--- src/rtl/hazard_fwd_unit.sv ---
// EX-stage forwarding select, ID-stage stall generation and a pending-register
// scoreboard that tracks long-latency (MUL/DIV) ops in flight.
module hazard_fwd_unit #(
  parameter int unsigned NUM_SRC = 2,
  parameter int unsigned RA_W    = 5,
  parameter int unsigned MAX_OUT = 4,
  parameter int unsigned CNT_W   = 3
) (
  input  logic                    i_clk,
  input  logic                    i_rst_n,
  input  logic [NUM_SRC*RA_W-1:0] i_ex_rs,
  input  logic [RA_W-1:0]         i_ex_mem_rd,
  input  logic                    i_ex_mem_regwrite,
  input  logic [RA_W-1:0]         i_mem_wb_rd,
  input  logic                    i_mem_wb_regwrite,
  input  logic [NUM_SRC*RA_W-1:0] i_id_rs,
  input  logic [NUM_SRC-1:0]      i_id_rs_used,
  input  logic [RA_W-1:0]         i_id_rd,
  input  logic                    i_id_regwrite,
  input  logic                    i_id_is_long,
  input  logic [RA_W-1:0]         i_id_ex_rd,
  input  logic                    i_id_ex_is_load,
  input  logic                    i_issue_valid,
  input  logic [RA_W-1:0]         i_issue_rd,
  input  logic                    i_lc_wb_valid,
  input  logic [RA_W-1:0]         i_lc_wb_rd,
  output logic [2*NUM_SRC-1:0]    o_fwd_sel,
  output logic                    o_stall,
  output logic [CNT_W-1:0]        o_outstanding,
  output logic                    o_sb_err
);

  localparam int unsigned NumRegs = 1 << RA_W;

  logic [NumRegs-1:0] r_pending;
  logic [CNT_W-1:0]   r_outstanding;
  logic               r_sb_err;

  logic [NumRegs-1:0] w_pending_d;
  logic [CNT_W-1:0]   w_outstanding_d;
  logic               w_sb_err_d;
  logic [NUM_SRC-1:0] w_src_stall;
  logic               w_full;
  logic               w_clr;
  logic               w_dup;
  logic               w_drop_full;
  logic               w_issue;
  logic               w_waw;

  assign w_full = (r_outstanding == CNT_W'(MAX_OUT));

  for (genvar g = 0; g < NUM_SRC; g++) begin : g_src
    logic [RA_W-1:0] w_ex_rs;
    logic [RA_W-1:0] w_id_rs;
    logic [1:0]      w_sel;
    logic            w_load_use;
    logic            w_raw;

    assign w_ex_rs = i_ex_rs[g*RA_W +: RA_W];
    assign w_id_rs = i_id_rs[g*RA_W +: RA_W];

    always_comb begin
      w_sel = 2'b00;
      if (w_ex_rs != '0) begin
        if (i_ex_mem_regwrite && (i_ex_mem_rd == w_ex_rs)) begin
          w_sel = 2'b10;
        end else if (i_mem_wb_regwrite && (i_mem_wb_rd == w_ex_rs)) begin
          w_sel = 2'b01;
        end else if (i_lc_wb_valid && (i_lc_wb_rd == w_ex_rs)) begin
          w_sel = 2'b11;
        end
      end
    end

    assign o_fwd_sel[2*g +: 2] = w_sel;

    assign w_load_use = i_id_ex_is_load && (i_id_ex_rd == w_id_rs);
    // A result landing on the long-op bus this cycle is forwarded, so no RAW stall.
    assign w_raw = r_pending[w_id_rs] && !(i_lc_wb_valid && (i_lc_wb_rd == w_id_rs));
    assign w_src_stall[g] = i_id_rs_used[g] && (w_id_rs != '0) && (w_load_use || w_raw);
  end

  assign w_waw   = i_id_regwrite && (i_id_rd != '0) && r_pending[i_id_rd];
  assign o_stall = (|w_src_stall) || w_waw || (i_id_is_long && w_full);

  always_comb begin
    w_clr = i_lc_wb_valid && r_pending[i_lc_wb_rd];
    // Reissuing a register that retires in the same cycle is legal.
    w_dup = r_pending[i_issue_rd] && !(w_clr && (i_lc_wb_rd == i_issue_rd));
    w_drop_full = w_full && !w_clr;
    w_issue = i_issue_valid && (i_issue_rd != '0) && !w_drop_full && !w_dup;

    w_pending_d = r_pending;
    if (w_clr) w_pending_d[i_lc_wb_rd] = 1'b0;
    if (w_issue) w_pending_d[i_issue_rd] = 1'b1;

    w_outstanding_d = r_outstanding;
    if (w_issue && !w_clr && !w_full) begin
      w_outstanding_d = r_outstanding + CNT_W'(1);
    end else if (!w_issue && w_clr && (r_outstanding != '0)) begin
      w_outstanding_d = r_outstanding - CNT_W'(1);
    end

    w_sb_err_d = r_sb_err
               || (i_lc_wb_valid && !r_pending[i_lc_wb_rd])
               || (i_issue_valid && (w_drop_full || w_dup));
  end

  always_ff @(posedge i_clk) begin
    if (!i_rst_n) begin
      r_pending     <= '0;
      r_outstanding <= '0;
      r_sb_err      <= 1'b0;
    end else begin
      r_pending     <= w_pending_d;
      r_outstanding <= w_outstanding_d;
      r_sb_err      <= w_sb_err_d;
    end
  end

  assign o_outstanding = r_outstanding;
  assign o_sb_err      = r_sb_err;

endmodule

--- config.mk ---
export PLATFORM = sky130hd
export DESIGN_NAME = hazard_fwd_unit
export DESIGN_NICKNAME = d
export VERILOG_FILES = /design/src/rtl/hazard_fwd_unit.sv
export SDC_FILE = /design/constraint.sdc
export NUM_CORES = 1
export LEC_CHECK = 0
export BUFFER_PORTS_ARGS = -buffer_cell sky130_fd_sc_hd__buf_2
export CAP_MARGIN = 20
export CORE_UTILIZATION = 58
export CTS_BUF_LIST = sky130_fd_sc_hd__clkbuf_16
export DETAILED_ROUTE_END_ITERATION = 10
export PLACE_DENSITY = 0.82
export SYNTH_ARGS = -nofsm -noshare
export SYNTH_HDL_FRONTEND = slang
export SYNTH_SLANG_ARGS = --single-unit
--- constraint.sdc ---
create_clock -name i_clk -period 4.8 [get_ports i_clk]
set_input_delay 0.96 -clock i_clk [delete_from_list [all_inputs] [get_ports i_clk]]
set_output_delay 0.96 -clock i_clk [all_outputs]
set_load 0.02 [all_outputs]
==> results_dict.tcl, run 1 <==
set metrics [dict create \
    outcome "complete, but fails checks" \
    violations "design-rule violations" \
    number_of_antenna_violations_at_the_first_check_in_global_routing 0 \
    final-instance-count-excl-fill 537 \
    die_w_um 84.23 \
    drt_pass1_iterations 8 \
    cts_htree_levels 2 \
    yosys_most_used_dff "sky130_fd_sc_hd__dfxtp_1" \
    skew_ns 0.002405 \
    synth_area_leaders "sky130_fd_sc_hd__mux4_2 (20%), sky130_fd_sc_hd__dfxtp_1 (18%), sky130_fd_sc_hd__xor2_1 (8.9%)" \
    cts_root_buffer "sky130_fd_sc_hd__clkbuf_16" \
    cp-endpoint "o_stall" \
    clock_sink_total 36 \
    p_int_mw 0.6601 \
    final_layout_size_suffix_gt1_share_pct 29.57 \
    ys.warnings.count 0 \
    fin_setup_tns_ns 0 \
    placement_rows 29 \
    worst_hold_path_type "register to register" \
    r2r.worst_path.cells 11 \
    n_antenna_cell 0 \
    finalSetupViolations 0 \
    regToRegEndpoint "o_outstanding[2]" \
    ir_worst_vdd_mv 0.2524 \
    final_min_period_over_clock_period_pct 83.38 \
    fp.coreArea_mm2 0.006422 \
    synth_async_sr_flop_share_pct 0 \
    track_usage_pct 33.75 \
    start_util_pct 61.06 \
    drt_iter0_markers 399 \
    final_net_count 521 \
    clk_transition_reported_paths_ns 0.05 \
    slowest_delay_ns 0.56 \
    power_density_mw_per_mm2 219.5 \
    post_synth_num_cell_types 63 \
    critical_path.reg2reg.startpoint "r_pending[15]" \
    number_of_instances_in_the_synthesized_netlist 415 \
    synthesis.area_mm2 0.003921 \
    tightest_slew_ns 0.7341 \
    cts_tree "done" \
    post-synth-top-count-cell "sky130_fd_sc_hd__xor2_1" \
    power_switching_share_pct 30.92 \
    areaGrowthSynthToFinish_pct 11.04 \
    detail_route.wl_per_cell_um 21.91 \
    yosysTopAreaCell "sky130_fd_sc_hd__mux4_2" \
    worst_setup_path_end_kind "output port" \
    gp_congestion 1.007 \
    synth_top_area_share_pct 19.53 \
    routed_via_density 7.151 \
    leakage_nw 1.624 \
    die-height_um 84.23 \
    p_comb_share_pct 28.2 \
    final_max_slew_viol_count 0 \
    report.final.hold_viol_count 0 \
    cts-hold-fix-buffers 0 \
    worst-endpoint-arrival_ns 3.04 \
    power.sequential.fraction_pct 34.3 \
    min_period_ns 4.002 \
    postSynthRegisterBits 36 \
    post_cts.resized_instances 0 \
    postSynthAreaPerCell_um2 9.449 \
    clk-insertion-delay-late_ns 0.28 \
    critical_path_required_ns 3.84 \
    path_cells "buf_2, mux4_2, mux4_2, mux2_2, a211oi_1, o221ai_1, buf_2" \
    pwr-share-clk_pct 37.5 \
    number_of_buffers_inserted_during_clock_tree_synthesis 5 \
    detailedPlacementHpwl_um 8705 \
    setup.worst_path.start_class "primary input" \
    synth.yosys.seq_area_share_pct 18.38 \
    floorplan.die_area_mm2 0.007094 \
    drc_errors 16 \
    critical_path.slowest_cell "sky130_fd_sc_hd__mux4_2" \
    number_of_global_route_vias_before_repair 3636 \
    synthesis.nets 477 \
    routed_wirelength_um 11770 \
    placedCellCount 529 \
    global_route.overflow_total 0 \
    max_cap_viol_count 0 \
    clock.fmax_mhz 249.9 \
    numPortBuffers 69 \
    grt_max_degree 36 \
    synthTopCellsByCount "sky130_fd_sc_hd__xor2_1 (40), sky130_fd_sc_hd__dfxtp_1 (36), sky130_fd_sc_hd__mux4_2 (34), sky130_fd_sc_hd__nand2_1 (29), sky130_fd_sc_hd__mux2i_1 (27)" \
    ios 70 \
    timing.critical_path.from "i_id_rd[0]" \
    worst_setup_slack_for_register_to_register_paths_ns 1.50 \
    count_of_flip_flops_with_a_built_in_enable_after_synthesis 0 \
    clk_path_buf_depth 2 \
    post_cts.repair.setup_buffers 0 \
    grt_pass1_wl_um 18790 \
    critical_path_fanout_max 9 \
    grt_setup_unrepaired "no" \
    max-slew-margin-rel_pct 50.61 \
    drt.antenna.violating_nets 0 \
    detailroute.via_count 3840 \
    total_switching_power_mw 0.2955 \
    critical_path_class "primary input to output port" \
]
power by group through the flow:
| stage | registers [mW] | clock network, mW | logic (mW) |
|---|---|---|---|
| floorplan | 0.333 | 0 | 0.186 |
| global placement | 0.333 | 0 | 0.257 |
| detailed placement | 0.333 | 0 | 0.266 |
| CTS | 0.326 | 0.363 | 0.267 |
| global route | 0.329 | 0.374 | 0.293 |
| finish | 0.327 | 0.359 | 0.270 |
cells by family after synthesis:
| family | after synthesis | share of synthesized area [%] |
|---|---|---|
| multiplexers | 64 | 27.28 |
| flip-flops | 36 | 18.38 |
| buffers and inverters | 41 | 5.424 |
| AO/OA/AOI/OAI | 89 | 17.80 |
| AND/OR/NAND/NOR | 128 | 18.09 |
| XOR/XNOR | 56 | 12.51 |
| adder cells (fa/ha/maj) | 1 | 0.5106 |
sequential cells by signal, summed over array words and instances (netlist names):
name and cells:
r_pending 32, o_sb_err 1, o_outstanding 3
worst min path at each step:
stage / start / endpoint / slack (ns) / cells after the start
after floorplan: r_pending[0] / r_pending[0] / 0.47 / 1
after detailed placement: o_sb_err / o_sb_err / 0.51 / 2
after global routing: o_sb_err / o_sb_err / 0.55 / 2
after CTS: o_sb_err / o_sb_err / 0.52 / 2
final: o_sb_err / o_sb_err / 0.51 / 2
after global placement: o_sb_err / o_sb_err / 0.51 / 2
per-layer routing:
layer  track usage (%)  vias to the layer above  part of all wire [%]
met4             14.26                        0                   3.5
met2             56.18                      275                    47
met1             44.10                     1821                    39
li1                  -                     1700                     -
met5                 0                        -                     0
met3             4.916                       44                    11
layout by cell type, fill, tap and decap left out, drive strengths merged, types with 2 or more instances in the layout:
cell type and count:
buf 71, xor2 40, dfxtp 36, mux4 34, nand2 29, mux2i 27, o21ai 20, nor2 16
nor4 16, xnor2 16, nor3 15, o211ai 13, nand3 9, o22ai 9, a21oi 9, a32o 8
nand3b 7, inv 7, o221ai 6, and3 6, nand2b 5, or4 5, clkbuf 5, and2 4
a31oi 4, nor3b 4, or3 3, mux2 3, or2 3, a211oi 3, or3b 2, o311ai 2
clkinv 2, nor2b 2
layout make-up:
cell class / instances / area [um^2]
Multi-Input combinational cell: 338 / 2988
Fill cell: 527 / 2068
Sequential cell: 36 / 720.7
Timing Repair Buffer: 71 / 360.3
Clock buffer: 5 / 125.1
Tap cell: 77 / 96.34
Clock inverter: 3 / 37.54
Inverter: 7 / 26.28
worst max-delay path: cells and delay by family:
kind / cells / cell delay, ns
muxes: 3 / 1.29
buffers and inverters: 2 / 0.43
AOI/OAI and AO/OA: 2 / 0.36
stage by stage:
stage	area, um^2	hold WS [ns]	utilization [%]	total power, mW	setup slack [ns]
floorplan	3921	0.4745	-	0.5191	0.7186
global placement	4192	0.5085	65.26	0.5892	0.7476
detailed placement	4192	0.5114	65.26	0.5987	0.6042
CTS	4354	0.5233	67.80	0.9565	0.7881
global route	4354	0.5515	67.80	0.9957	0.4872
finish	4354	0.5117	67.80	0.9556	0.7978
No activity file was read; power rests on OpenSTA's default activity.
==> run 2: changes to the inputs <==
==> constraint.sdc (replaced) <==
create_clock -name i_clk -period 4 [get_ports i_clk]
set_input_delay 0.8 -clock i_clk [delete_from_list [all_inputs] [get_ports i_clk]]
set_output_delay 0.8 -clock i_clk [all_outputs]
set_load 0.02 [all_outputs]
==> run 2 against run 1 <==
Compared with the run above: the flow still finishes with violations (design-rule violations); first-iteration DRC count decreased by 9.3%; die area unchanged; routed wire length increased by 0.81%; critical path type unchanged.
==> results_dict.tcl, run 2 (synthesis gave the netlist of run 1 again) <==
set metrics [dict create \
    floorplan.die_area_mm2 0.007094 \
    n_antenna_cell 0 \
    worst_hold_path_type "register to register" \
    skew_ns 0.005229 \
    global_route.overflow_total 0 \
    number_of_antenna_violations_at_the_first_check_in_global_routing 0 \
    areaGrowthSynthToFinish_pct 12.32 \
    clk_transition_reported_paths_ns 0.06 \
    max_cap_viol_count 0 \
    critical_path_fanout_max 9 \
    max-slew-margin-rel_pct 53.79 \
    fp.coreArea_mm2 0.006422 \
    grt_pass1_wl_um 19000 \
    post-layout-total-power_mw 1.173 \
    violations "design-rule violations" \
    number_of_global_route_vias_before_repair 3715 \
    die_w_um 84.23 \
    clock_sink_total 36 \
    clock.fmax_mhz 272.5 \
    grt_max_degree 36 \
    worst_setup_path_end_kind "output port" \
    number_of_buffers_inserted_during_clock_tree_synthesis 5 \
    clk_path_buf_depth 2 \
    post_cts.repair.setup_buffers 0 \
    leakage_nw 1.654 \
    cts_htree_levels 2 \
    critical_path_class "primary input to output port" \
    detailedPlacementHpwl_um 8709 \
    drt_iter0_markers 362 \
    ios 70 \
    ir_worst_vdd_mv 0.3468 \
    final_layout_size_suffix_gt1_share_pct 30.90 \
    clk-insertion-delay-late_ns 0.28 \
    placement_rows 29 \
    fin_setup_tns_ns 0 \
    drc_errors 16 \
    routed_wirelength_um 11860 \
    final_min_period_over_clock_period_pct 91.75 \
    tightest_slew_ns 0.6932 \
    critical_path_required_ns 3.20 \
    final_max_slew_viol_count 0 \
    gp_congestion 0.9184 \
    power_density_mw_per_mm2 266.4 \
    report.final.hold_viol_count 0 \
    largest_reg_flops 32 \
    fill_cells 519 \
    drt.antenna.violating_nets 0 \
    min_period_ns 3.670 \
    outcome "complete, but fails checks" \
    setup.worst_path.start_class "primary input" \
    final_net_count 527 \
    detailroute.via_count 3910 \
    cts-hold-fix-buffers 0 \
    detail_route.wl_per_cell_um 21.85 \
    cts_tree "done" \
    routed_via_density 7.201 \
    largest-register "r_pending" \
    cts_root_buffer "sky130_fd_sc_hd__clkbuf_16" \
    finalSetupViolations 0 \
    numPortBuffers 69 \
    final_common_cell "sky130_fd_sc_hd__buf_2" \
    die-height_um 84.23 \
    layout_common_cells "sky130_fd_sc_hd__buf_2 (69), sky130_fd_sc_hd__xor2_1 (40), sky130_fd_sc_hd__dfxtp_1 (36), sky130_fd_sc_hd__mux4_2 (34), sky130_fd_sc_hd__nand2_1 (29)" \
    track_usage_pct 34.19 \
    drt_pass1_iterations 7 \
    start_util_pct 61.06 \
    worst-endpoint-arrival_ns 2.87 \
    post_cts.resized_instances 0 \
    grt_setup_unrepaired "no" \
]
run 2: power by group:
| group | switching, mW | leakage [nW] | internal (mW) |
|---|---|---|---|
| logic | 0.193 | 1.28 | 0.138 |
| clock network | 0.157 | 0.0798 | 0.293 |
| registers | 0.0219 | 0.291 | 0.370 |
run 2: critical path, stage by stage:
cell and delay, ns:
sky130_fd_sc_hd__buf_2 0.25, sky130_fd_sc_hd__mux4_2 0.56, sky130_fd_sc_hd__mux4_2 0.46, sky130_fd_sc_hd__mux2_2 0.27
sky130_fd_sc_hd__a211oi_1 0.21, sky130_fd_sc_hd__o221ai_1 0.14, sky130_fd_sc_hd__buf_2 0.18
run 2: layout make-up:
type,instances,area (um^2),area share [%]
clock buffer,5,125.1,2.841
tap,77,96.34,2.188
timing repair buffer,77,405.4,9.205
sequential,36,720.7,16.36
clock inverter,3,42.54,0.9659
multi-input combinational,338,2988,67.84
inverter,7,26.28,0.5966
run 2: layer usage:
layer	share of wire (%)	vias up	global-route usage, %
met1	38	1879	43.23
met3	11	40	6.195
met5	0	-	0
li1	-	1717	-
met2	49	274	57.90
met4	2.9	0	14.11
run 2: final timing paths:
path,start,endpoint,slack (ns),cells past startpoint
setup / recovery,i_id_rd[0],o_stall,0.33,7
hold / removal,o_sb_err,o_sb_err,0.52,2
setup reg to reg,r_pending[14],o_outstanding[2],0.83,11
hold reg to reg,o_sb_err,o_sb_err,0.52,2
run 2: metrics by stage:
stage                     instances  hold WS [ns]  area (um^2)  utilization [%]  setup slack (ns)
after CTS                       543        0.5238         4404            68.58            0.3190
after detailed placement        535        0.5107         4237            65.97            0.2880
after global placement          535        0.5090         4237            65.97            0.3608
after global routing            543        0.5474         4404            68.58            0.2308
final                           543        0.5212         4404            68.58            0.3299
after floorplan                 415        0.4745         3921                -            0.2386
